[src/rtl/pkt_send_gen_if.sv]
// ---------------------------------------------------------------------------
// pkt_send_gen_if
//   Command / packet-output bundle for pkt_send_gen.
//   slave  : the generator (consumes commands and hold, drives packet words)
//   master : the user side (issues commands, applies backpressure)
//
//   start_i      command valid
//   dest_i       destination port            [WS-1:0]
//   priority_i   packet priority             [WP-1:0]
//   length_i     payload words               [WL-1:0]
//   start_rdy_o  command queue can take a command
//   hold_i       downstream backpressure
//   wr_sop_o     first word of packet
//   wr_eop_o     last word of packet
//   wr_vld_o     word valid
//   wr_data_o    packet word                 [DATA_WIDTH-1:0]
//   done_o       one-cycle pulse with the final word
//   busy_o       queue non-empty or packet in flight
// ---------------------------------------------------------------------------
interface pkt_send_gen_if #(
    parameter int DATA_WIDTH = 32,
    parameter int PORT_NUB   = 16,
    parameter int PRIORITY   = 8,
    parameter int LENGTH_MAX = 64
);
    localparam int WS = $clog2(PORT_NUB);
    localparam int WP = $clog2(PRIORITY);
    localparam int WL = $clog2(LENGTH_MAX);

    logic                  start_i;
    logic [WS-1:0]         dest_i;
    logic [WP-1:0]         priority_i;
    logic [WL-1:0]         length_i;
    logic                  start_rdy_o;
    logic                  hold_i;
    logic                  wr_sop_o;
    logic                  wr_eop_o;
    logic                  wr_vld_o;
    logic [DATA_WIDTH-1:0] wr_data_o;
    logic                  done_o;
    logic                  busy_o;

    modport slave (
        input  start_i, dest_i, priority_i, length_i, hold_i,
        output start_rdy_o, wr_sop_o, wr_eop_o, wr_vld_o, wr_data_o, done_o, busy_o
    );

    modport master (
        output start_i, dest_i, priority_i, length_i, hold_i,
        input  start_rdy_o, wr_sop_o, wr_eop_o, wr_vld_o, wr_data_o, done_o, busy_o
    );
endinterface

[src/rtl/pkt_send_gen.sv]
// ---------------------------------------------------------------------------
// pkt_send_gen
//   Queues send commands (dest, priority, length) in a small FIFO and turns
//   each one into a packet: a header word {seq, length, priority, dest},
//   `length` payload words (seq*256 + k + 1), then IPG idle cycles before the
//   next packet. seq counts completed packets.
//
//   Optional macro SEND_CHECKSUM_EN: append an XOR checksum word of all
//   preceding words of the packet; that word carries eop.
//
// Ports
//   clk      rising-edge clock
//   rst_n    asynchronous active-low reset
//   bus      pkt_send_gen_if.slave (command inputs, hold, wr_* outputs,
//            start_rdy, done, busy)
// ---------------------------------------------------------------------------
module pkt_send_gen #(
    parameter int DATA_WIDTH = 32,
    parameter int PORT_NUB   = 16,
    parameter int PRIORITY   = 8,
    parameter int LENGTH_MAX = 64,
    parameter int CMD_DEPTH  = 4,
    parameter int IPG        = 2
) (
    input  logic          clk,
    input  logic          rst_n,
    pkt_send_gen_if.slave bus
);
    localparam int WS       = $clog2(PORT_NUB);
    localparam int WP       = $clog2(PRIORITY);
    localparam int WL       = $clog2(LENGTH_MAX);
    localparam int WQ       = $clog2(CMD_DEPTH);
    localparam int HW       = 16 + WL + WP + WS;
    localparam int WG       = (IPG > 1) ? $clog2(IPG) : 1;
    localparam int GAP_LAST = (IPG > 0) ? IPG - 1 : 0;

    typedef struct packed {
        logic [WL-1:0] len;
        logic [WP-1:0] prio;
        logic [WS-1:0] dest;
    } cmd_t;

    typedef enum logic [2:0] {
        S_IDLE = 3'd0,
        S_HEAD = 3'd1,
        S_BODY = 3'd2,
`ifdef SEND_CHECKSUM_EN
        S_CSUM = 3'd3,
`endif
        S_GAP  = 3'd4
    } state_t;

    // ---------------- command FIFO ----------------
    cmd_t          q_mem [CMD_DEPTH];
    logic [WQ-1:0] wp_q, rp_q;
    logic [WQ:0]   cnt_q, cnt_d;
    logic          rdy_q;
    logic          push, pop;
    cmd_t          cmd_in, q_head;

    assign cmd_in = {bus.length_i, bus.priority_i, bus.dest_i};
    assign push   = bus.start_i & rdy_q;
    assign q_head = q_mem[rp_q];
    assign cnt_d  = cnt_q + (WQ+1)'(push) - (WQ+1)'(pop);

    always_ff @(posedge clk) begin
        if (push) q_mem[wp_q] <= cmd_in;
    end

    // rdy is a register so it reads 0 during reset and rises on the first
    // edge after release; it tracks "not full" of the registered count.
    always_ff @(posedge clk or negedge rst_n) begin
        if (!rst_n) begin
            wp_q  <= '0;
            rp_q  <= '0;
            cnt_q <= '0;
            rdy_q <= 1'b0;
        end else begin
            if (push) wp_q <= wp_q + WQ'(1);
            if (pop)  rp_q <= rp_q + WQ'(1);
            cnt_q <= cnt_d;
            rdy_q <= (cnt_d != (WQ+1)'(CMD_DEPTH));
        end
    end

    // ---------------- packet FSM ----------------
    state_t                state_q, state_d;
    logic [WL-1:0]         ptr_q, ptr_d;
    logic [WG-1:0]         gap_q, gap_d;
    cmd_t                  cmd_q, cmd_d;
    logic [15:0]           seq_q, seq_d;
    logic                  vld_q, vld_d, sop_q, sop_d, eop_q, eop_d, done_q, done_d;
    logic [DATA_WIDTH-1:0] data_q, data_d;
    logic [DATA_WIDTH-1:0] hdr, pay;
    logic                  launch, last_word, pkt_end, can_launch;
`ifdef SEND_CHECKSUM_EN
    logic [DATA_WIDTH-1:0] csum_q, csum_d;
`endif

    // A new packet only starts when its header can go out immediately, so a
    // held output never pops the queue and HEAD is never a pending state.
    assign can_launch = (cnt_q != '0) && !bus.hold_i;

    always_comb begin
        state_d   = state_q;
        ptr_d     = ptr_q;
        gap_d     = gap_q;
        cmd_d     = cmd_q;
        pop       = 1'b0;
        launch    = 1'b0;
        last_word = 1'b0;
        pkt_end   = 1'b0;

        // In a sending state, vld_q says the current word went out last
        // cycle; if it did not (hold), the same word stays pending.
        case (state_q)
            S_IDLE: launch = can_launch;
            S_GAP: begin
                gap_d = gap_q + WG'(1);
                if (gap_q == WG'(GAP_LAST)) begin
                    state_d = S_IDLE;
                    launch  = can_launch;
                end
            end
            S_HEAD: if (vld_q) begin
                if (cmd_q.len != '0) begin
                    state_d = S_BODY;
                    ptr_d   = '0;
                end else begin
                    last_word = 1'b1;
                end
            end
            S_BODY: if (vld_q) begin
                if (ptr_q == cmd_q.len - WL'(1)) last_word = 1'b1;
                else                             ptr_d = ptr_q + WL'(1);
            end
`ifdef SEND_CHECKSUM_EN
            S_CSUM: if (vld_q) pkt_end = 1'b1;
`endif
            default: state_d = S_IDLE;
        endcase

`ifdef SEND_CHECKSUM_EN
        if (last_word) state_d = S_CSUM;
`else
        if (last_word) pkt_end = 1'b1;
`endif

        if (pkt_end) begin
            if (IPG > 0) begin
                state_d = S_GAP;
                gap_d   = '0;
            end else begin
                // no gap: chain straight into the next queued packet
                state_d = S_IDLE;
                launch  = can_launch;
            end
        end

        if (launch) begin
            pop     = 1'b1;
            cmd_d   = q_head;
            state_d = S_HEAD;
            ptr_d   = '0;
        end

        // ---- next output word ----
        hdr          = '0;
        hdr[HW-1:0]  = {seq_q, cmd_d};
        pay          = DATA_WIDTH'({seq_q, 8'h00}) + DATA_WIDTH'(ptr_d) + DATA_WIDTH'(1);
        vld_d        = 1'b0;
        sop_d        = 1'b0;
        eop_d        = 1'b0;
        data_d       = '0;
        case (state_d)
            S_HEAD: begin
                vld_d  = !bus.hold_i;
                sop_d  = 1'b1;
                data_d = hdr;
`ifndef SEND_CHECKSUM_EN
                eop_d  = (cmd_d.len == '0);
`endif
            end
            S_BODY: begin
                vld_d  = !bus.hold_i;
                data_d = pay;
`ifndef SEND_CHECKSUM_EN
                eop_d  = (ptr_d == cmd_d.len - WL'(1));
`endif
            end
`ifdef SEND_CHECKSUM_EN
            S_CSUM: begin
                vld_d  = !bus.hold_i;
                data_d = csum_q;
                eop_d  = 1'b1;
            end
`endif
            default: ;
        endcase

        if (!vld_d) begin
            sop_d  = 1'b0;
            eop_d  = 1'b0;
            data_d = '0;
        end
        done_d = vld_d & eop_d;
        seq_d  = seq_q + 16'(done_d);

`ifdef SEND_CHECKSUM_EN
        csum_d = csum_q;
        if (vld_d) csum_d = (state_d == S_HEAD) ? data_d : (csum_q ^ data_d);
`endif
    end

    always_ff @(posedge clk or negedge rst_n) begin
        if (!rst_n) begin
            state_q <= S_IDLE;
            ptr_q   <= '0;
            gap_q   <= '0;
            cmd_q   <= '0;
            seq_q   <= '0;
            vld_q   <= 1'b0;
            sop_q   <= 1'b0;
            eop_q   <= 1'b0;
            done_q  <= 1'b0;
            data_q  <= '0;
`ifdef SEND_CHECKSUM_EN
            csum_q  <= '0;
`endif
        end else begin
            state_q <= state_d;
            ptr_q   <= ptr_d;
            gap_q   <= gap_d;
            cmd_q   <= cmd_d;
            seq_q   <= seq_d;
            vld_q   <= vld_d;
            sop_q   <= sop_d;
            eop_q   <= eop_d;
            done_q  <= done_d;
            data_q  <= data_d;
`ifdef SEND_CHECKSUM_EN
            csum_q  <= csum_d;
`endif
        end
    end

    assign bus.start_rdy_o = rdy_q;
    assign bus.wr_vld_o    = vld_q;
    assign bus.wr_sop_o    = sop_q;
    assign bus.wr_eop_o    = eop_q;
    assign bus.wr_data_o   = data_q;
    assign bus.done_o      = done_q;
    assign bus.busy_o      = (cnt_q != '0) || (state_q != S_IDLE);
endmodule
[src/flat_wrapper.sv]
// flat-port wrapper written by rule: the top's interface ports become plain ports
module pkt_send_gen_flat 
#(
    parameter int DATA_WIDTH = 32,
    parameter int PORT_NUB   = 16,
    parameter int PRIORITY   = 8,
    parameter int LENGTH_MAX = 64,
    parameter int CMD_DEPTH  = 4,
    parameter int IPG        = 2
)
  (clk, rst_n, bus_start_i, bus_dest_i, bus_priority_i, bus_length_i, bus_hold_i, bus_start_rdy_o, bus_wr_sop_o, bus_wr_eop_o, bus_wr_vld_o, bus_wr_data_o, bus_done_o, bus_busy_o);
  pkt_send_gen_if #(.DATA_WIDTH(DATA_WIDTH), .PORT_NUB(PORT_NUB), .PRIORITY(PRIORITY), .LENGTH_MAX(LENGTH_MAX)) bus_i ();
  input  logic clk;
  input  logic rst_n;
  input wire logic [$bits(bus_i.start_i)-1:0] bus_start_i;
  input wire logic [$bits(bus_i.dest_i)-1:0] bus_dest_i;
  input wire logic [$bits(bus_i.priority_i)-1:0] bus_priority_i;
  input wire logic [$bits(bus_i.length_i)-1:0] bus_length_i;
  input wire logic [$bits(bus_i.hold_i)-1:0] bus_hold_i;
  output wire logic [$bits(bus_i.start_rdy_o)-1:0] bus_start_rdy_o;
  output wire logic [$bits(bus_i.wr_sop_o)-1:0] bus_wr_sop_o;
  output wire logic [$bits(bus_i.wr_eop_o)-1:0] bus_wr_eop_o;
  output wire logic [$bits(bus_i.wr_vld_o)-1:0] bus_wr_vld_o;
  output wire logic [$bits(bus_i.wr_data_o)-1:0] bus_wr_data_o;
  output wire logic [$bits(bus_i.done_o)-1:0] bus_done_o;
  output wire logic [$bits(bus_i.busy_o)-1:0] bus_busy_o;
  assign bus_i.start_i = bus_start_i;
  assign bus_i.dest_i = bus_dest_i;
  assign bus_i.priority_i = bus_priority_i;
  assign bus_i.length_i = bus_length_i;
  assign bus_i.hold_i = bus_hold_i;
  assign bus_start_rdy_o = bus_i.start_rdy_o;
  assign bus_wr_sop_o = bus_i.wr_sop_o;
  assign bus_wr_eop_o = bus_i.wr_eop_o;
  assign bus_wr_vld_o = bus_i.wr_vld_o;
  assign bus_wr_data_o = bus_i.wr_data_o;
  assign bus_done_o = bus_i.done_o;
  assign bus_busy_o = bus_i.busy_o;
  pkt_send_gen #(.DATA_WIDTH(DATA_WIDTH), .PORT_NUB(PORT_NUB), .PRIORITY(PRIORITY), .LENGTH_MAX(LENGTH_MAX), .CMD_DEPTH(CMD_DEPTH), .IPG(IPG)) u_core (.clk(clk), .rst_n(rst_n), .bus(bus_i));
endmodule
[config.mk]
export PLATFORM = sky130hd
export DESIGN_NAME = pkt_send_gen_flat
export DESIGN_NICKNAME = d
export VERILOG_FILES = /design/src/rtl/pkt_send_gen_if.sv /design/src/rtl/pkt_send_gen.sv /design/src/flat_wrapper.sv
export SDC_FILE = /design/constraint.sdc
export NUM_CORES = 1
export LEC_CHECK = 0
export ABC_AREA = 1
export BUFFER_PORTS_ARGS = -buffer_cell sky130_fd_sc_hd__buf_2
export CAP_MARGIN = 10
export CORE_MARGIN = 5
export CORE_UTILIZATION = 62
export CTS_BUF_LIST = sky130_fd_sc_hd__clkbuf_4 sky130_fd_sc_hd__clkbuf_8
export CTS_CLUSTER_SIZE = 40
export DETAILED_ROUTE_END_ITERATION = 16
export PLACE_DENSITY_LB_ADDON = 0.12
export REMOVE_ABC_BUFFERS = 1
export SYNTH_ARGS = -nofsm -noshare
export SYNTH_HDL_FRONTEND = slang
export SYNTH_SLANG_ARGS = --single-unit
[constraint.sdc]
create_clock -name clk -period 4.08 [get_ports clk]
set_input_delay 0.204 -clock clk [delete_from_list [all_inputs] [get_ports clk]]
set_output_delay 0.204 -clock clk [all_outputs]
set_load 0.005 [all_outputs]
==> impl_metrics.toml, run 1 <==
[floorplanning]
die_h_microns = 109
initial_core_util_pct = 62.8
pin_count = 55
core_sq_mm = 0.00968
die_width_microns = 109
rows = 36
die-area_sq_mm = 0.0119

[run_status]
outcome = "complete, no violations"

[routing]
dr.pass1.iters = 7
drt_iter0_drc = 246
vias_per_cell = 5.32
wirelength_microns = 13500
antenna_left = 0
vias = 4591
wl_per_cell_microns = 15.6
drc = 0

[global_route]
grt_pass1_vias = 4554
grt-ovfl-total = 0
grt_max_degree = 80
antenna_found_initial = 0
grt_pass1_wl_microns = 21800
grt_usage_pct = 24.2

[finish]
final_core_util_pct = 76.2
nets = 747
antenna_cells = 0
regArea_sq_mm = 0.00354
final_cell_mix = "nand2_1 (90), nor2_1 (90), dfrtp_1 (78)"
drive_gt1_share_pct = 26.8
fillers = 657
multi_input_area_sq_mm = 0.00233
syn2layout_area_growth_pct = 21.4

[timing]
maxSlewHeadroom_pct = 14.4
worst_slew_pin_slew_ns = 1.28
finClkSkew_ns = 0.00783
max_freq_ghz = 0.253
setup-tns-final_ns = 0
rsz0062_at_grt = "true"
finalCritPeriodShare_pct = 97.0
drv_slew = 0
min_period_ns = 3.96
finalHoldViolCount = 0
finalSetupViolations = 0

[clock_tree]
cts_made_buffers = 17
cts_tree = "yes"
cts.clk_slew.worst_paths_ns = 0.07
htree_levels = 4
insertion_delay_ns = 0.44
clockBufferDepth = 2
clkSinkCount = 131
clock-root-buffer = "clkbuf_8"

[logic_synthesis]
yosysTopAreaCell = "dfrtp_1"
yosys_most_used_dff = "dfrtp_1"
syn_avg_cell_area_sq_um = 9.85
ys_seq_area_share_pct = 58.2
syn_area_sq_mm = 0.00608
synth_seq_cells = 131
synth-async-reset-ratio_pct = 60.3
syn_inst = 617
synth_edf_count = 52
synthTopCellsByArea = "dfrtp_1 (33%), edfxtp_1 (26%), nand2_1 (6.1%)"
synth_top_area_share_pct = 32.5
synth_cell_types = 40
yosysWarnings = 0

[worst_setup_path]
rrSetupSlack_ns = 0.12
cp_slowest_cell = "dfrtp_1"
crit_fanout = 4
crit_cells = 30
ff2ff_path_depth = 30
cpMostUsedCell = "nand2_1"
worstPathArrival_ns = 4.28
startpoint_type = "flop"
cp_top_family = "simple AND/OR/NAND/NOR gates"
required_ns = 4.40
critPathCaptureType = "flop"
slowest_delay_ns = 0.41
crit_buf_inv = 3
path_class = "reg -> reg"

[run]
drv_cap = 0

[pwr]
power_leakage_nw = 3.42
powerDensity_mw_per_mm2 = 778
pwr-share-comb_pct = 47.6
swShare_pct = 41.8
power_frac_seq_pct = 33.7
vdd_drop_max_uv = 411
power_frac_clock_pct = 18.7
p_switching_mw = 2.40
p_int_mw = 3.34

[placed_design]
portBuffers = 51
dp_hpwl_microns = 8940
place.gp.congestion = 0.924

[worst_hold_path]
whs_path_depth = 3
hold_path_class = "in -> reg"
==> metrics by stage <==
stage / power (mW) / setup slack (ns) / std cells / area, sq um / hold slack, ns
2_1_floorplan: 3.61 / 0.201 / 597 / 5940 / -0.0916
3_3_place_gp: 4.43 / -0.0720 / 802 / 6520 / 0.386
3_5_place_dp: 4.48 / -0.147 / 805 / 6560 / 0.390
4_1_cts: 5.57 / 0.00260 / 852 / 7120 / 0.152
5_1_grt: 6.22 / -0.223 / 863 / 7380 / 0.204
6_report: 5.75 / 0.124 / 863 / 7380 / 0.180
==> what timing repair did <==
action                                 in CTS  in global routing
hold buffers                               15                  0
pin swaps                                   0                 15
endpoints found under the hold margin     132                  0
setup buffers                               0                 11
setup endpoints to repair                   3                  8
resized for setup                           4                 43
==> sequential cells by signal, summed over array words and instances (netlist names), 2 cells and up <==
name                  count
u_core.bus.wr_data_o     29
u_core.cmd_q             13
u_core.cnt_q              3
u_core.ptr_q              6
u_core.q_mem             52
u_core.rp_q               2
u_core.seq_q             16
u_core.state_q            3
u_core.wp_q               2
==> cell usage after synthesis, types with 2 or more instances <==
cell type and count:
nor2_2 15, and3_1 2, buf_6 4, xor2_1 18, nand4_1 6, nand2_2 5
inv_2 12, a21oi_1 12, buf_2 10, a31oi_1 7, ha_1 12, a21boi_0 2
a21oi_2 4, nand3_1 36, nor4_1 2, dfrtp_1 79, inv_1 59, nor2_1 93
o21ai_0 30, nand3b_1 4, nand2_1 98, a22oi_1 17, o22ai_1 6, xnor2_1 5
o21ai_2 2, nand3_2 3, buf_4 5, edfxtp_1 52, nor3_1 5, clkbuf_1 2
==> kinds of logic (layout without fill, tap and decap cells) <==
group	after synthesis	after routing	share of synthesized area, %
AOI/OAI and AO/OA	83	83	8.67
xor gates and xnor gates	23	23	3.31
adders and majority gates	13	13	2.80
buffers and inverters	93	204	6.75
DFF	131	131	58.2
other	1	3	0.0617
and+or+nand+nor	273	273	20.2
==> cell type report <==
type / count / share of cell area, %
Tap cell: 133 / 2.25
Timing Repair Buffer: 101 / 9.34
Sequential cell: 131 / 47.9
Inverter: 71 / 3.64
Clock buffer: 23 / 3.86
Multi-Input combinational cell: 395 / 31.5
Clock inverter: 9 / 1.44
==> power by group through the flow <==
stage / clock network [mW] / logic (mW) / registers [mW]
2_1_floorplan: 0 / 1.66 / 1.95
3_3_place_gp: 0 / 2.48 / 1.95
3_5_place_dp: 0 / 2.53 / 1.95
4_1_cts: 1.09 / 2.56 / 1.93
5_1_grt: 1.14 / 3.11 / 1.97
6_report: 1.07 / 2.74 / 1.94
==> metal layers <==
metal	vias up	wire length, microns	global-route usage [%]
li1	2223	-	-
met2	163	7230	43.3
met1	2178	5210	28.6
met3	27	749	4.44
met4	0	293	9.56
met5	-	0	0
==> worst paths after layout <==
check / to / startpoint
setup / recovery: u_core.seq_q[14] / u_core.cmd_q[7]
hold / removal: u_core.wp_q[0] / bus_start_i
setup reg to reg: u_core.seq_q[14] / u_core.cmd_q[7]
hold reg to reg: u_core.seq_q[15] / u_core.seq_q[15]
max in group asynchronous: u_core.rp_q[0] / rst_n
min in group asynchronous: u_core.gap_q / rst_n
==> worst reg2reg max path: cells and delay by family, from the launching register on <==
family	cells	cell delay, ns
AND/OR/NAND/NOR	22	2.21
XOR/XNOR	1	0.15
buffers and inverters	3	0.27
AO/OA/AOI/OAI	1	0.19
adder cells (fa/ha/maj)	3	0.62
flip-flops	1	0.41
Power figures use the tool's default switching activity.
==> inputs of run 2 (changes only) <==
Settings changed: CORE_UTILIZATION 62 to 59, CTS_BUF_LIST sky130_fd_sc_hd__clkbuf_4 sky130_fd_sc_hd__clkbuf_8 to sky130_fd_sc_hd__clkbuf_16.
==> run 2 against run 1 <==
Against the previous run:
- clock power up 35%
- maximum frequency down 0.50%
- highest routed layer unchanged
- die area up 4.6%
==> impl_metrics.toml, run 2 (synthesis gave the netlist of run 1 again) <==
[worst_setup_path]
slowest_delay_ns = 0.41
cp_top_family = "simple AND/OR/NAND/NOR gates"
crit_fanout = 6
startpoint_type = "flop"
reg2reg_from = "u_core.cmd_q[7]"
required_ns = 4.38
critPathCaptureType = "flop"
rr_endpoint = "u_core.seq_q[14]"
ff2ff_path_depth = 29
crit_buf_inv = 2
path_class = "reg -> reg"
rrSetupSlack_ns = 0.10
cp_slowest_cell = "dfrtp_1"
cpMostUsedCell = "nand3_2"
worstPathArrival_ns = 4.28

[timing]
finalCritPeriodShare_pct = 97.5
finClkSkew_ns = 0.0102
rsz0062_at_grt = "true"
worst_slew_pin_slew_ns = 0.980
min_period_ns = 3.98
maxSlewHeadroom_pct = 34.7
setup_slack_ns = 0.104
finalSetupViolations = 0
drv_slew = 0
finalHoldViolCount = 0
max_freq_ghz = 0.252

[finish]
largest_reg_flops = 52
drive_gt1_share_pct = 27.7
antenna_cells = 0
nets = 745
final_cell_mix = "nor2_1 (90), nand2_1 (86), dfrtp_1 (78)"
syn2layout_area_growth_pct = 24.1
top_register = "u_core.q_mem"
final_common_cell = "nor2_1"
final_core_util_pct = 74.1
stdcell_count = 864

[placed_design]
detailedPlace.worstSlack_ns = -0.137
portBuffers = 51
dp_hpwl_microns = 9050
dp_cells = 808
place.gp.congestion = 0.889

[global_route]
grt_pass1_vias = 4507
grt_pass1_wl_microns = 22400
grt-ovfl-total = 0
grt_usage_pct = 22.9
antenna_found_initial = 0
grt_max_degree = 80

[clock_tree]
insertion_delay_ns = 0.42
htree_levels = 4
clockBufferDepth = 2
cts.clk_slew.worst_paths_ns = 0.06
clock-root-buffer = "clkbuf_16"
cts_made_buffers = 17
cts_tree = "yes"
clkSinkCount = 131

[floorplanning]
die_h_microns = 112
rows = 37
pin_count = 55
initial_core_util_pct = 59.7
core_sq_mm = 0.0102
die_width_microns = 112
die-area_sq_mm = 0.0124

[worst_hold_path]
min_to = "u_core.q_mem[0][9]"
hold_path_class = "in -> reg"
whs_path_depth = 1
hold_start = "bus_length_i[2]"

[run]
drv_cap = 0

[routing]
wirelength_microns = 14000
vias_per_cell = 5.38
antenna_left = 0
wl_per_cell_microns = 16.2
dr.pass1.iters = 4
drt_iter0_drc = 285
vias = 4645
drc = 0

[pwr]
powerDensity_mw_per_mm2 = 815
power_leakage_nw = 3.49
vdd_drop_max_uv = 533
power_mw = 6.15

[run_status]
outcome = "complete, no violations"
==> run 2: cell count changes in the layout (fill, tap and decap cells not counted), moves of 4 or more <==
cell	before	now
nand3_2	7	11
buf_6	5	1
clkbuf_4	5	0
clkbuf_8	18	0
nand2_1	90	86
clkbuf_16	0	17
==> run 2: what timing repair did <==
action	4_1_cts	5_1_grt
endpoints found under the setup margin	1	6
hold buffers	14	0
buffers inserted	0	10
pin swaps	0	22
gates resized for setup	2	50
endpoints found under the hold margin	127	0
==> run 2: power breakdown <==
part | switching (mW) | total (mW) | internal, mW
clock network | 0.595 | 1.44 | 0.842
registers | 0.228 | 1.95 | 1.73
logic | 1.74 | 2.76 | 1.02
total | 2.56 | 6.15 | 3.59
==> run 2: how the worst max path moves through the flow <==
| stage | to | startpoint | depth (start not counted) | slack [ns] |
|---|---|---|---|---|
| after floorplan | u_core.seq_q[14] | u_core.rp_q[0] | 22 | 0.20 |
| after global placement | u_core.seq_q[15] | u_core.cmd_q[7] | 27 | -0.03 |
| after detailed placement | u_core.seq_q[15] | u_core.cmd_q[7] | 29 | -0.14 |
| after CTS | u_core.seq_q[15] | u_core.cmd_q[7] | 27 | 0.02 |
| after global routing | u_core.seq_q[14] | u_core.cmd_q[7] | 29 | -0.15 |
| final | u_core.seq_q[14] | u_core.cmd_q[7] | 29 | 0.10 |
==> run 2: worst register-to-register path: cells and delay by family (launching register included) <==
kind            cells  cell delay, ns
compound gates      1            0.18
xor+xnor            1            0.15
fa+ha+maj           3            0.58
buf+inv             2            0.15
flops               1            0.41
simple gates       22            2.39
==> run 2: layer usage <==
metal | GRT usage (%) | routed length (microns)
met5 | 0 | 0
met3 | 5.38 | 637
met2 | 39.3 | 7290
met4 | 6.97 | 236
met1 | 29.0 | 5860
==> run 2: stage by stage <==
step	setup TNS [ns]	cell area, sq um	hold slack, ns
global placement	-0.0303	6540	0.389
global route	-0.478	7540	0.0170
CTS	0	7260	0.00331
floorplan	0	5940	-0.0916
finish	0	7540	0.0138
detailed placement	-0.137	6550	0.399
==> run 2: final cells by class <==
class	instances	area (sq um)
multi-input combinational	395	2350
inverter	71	269
clock inverter	15	133
fill	726	2640
sequential	131	3540
timing repair buffer	99	657
clock buffer	17	425
tap	136	170
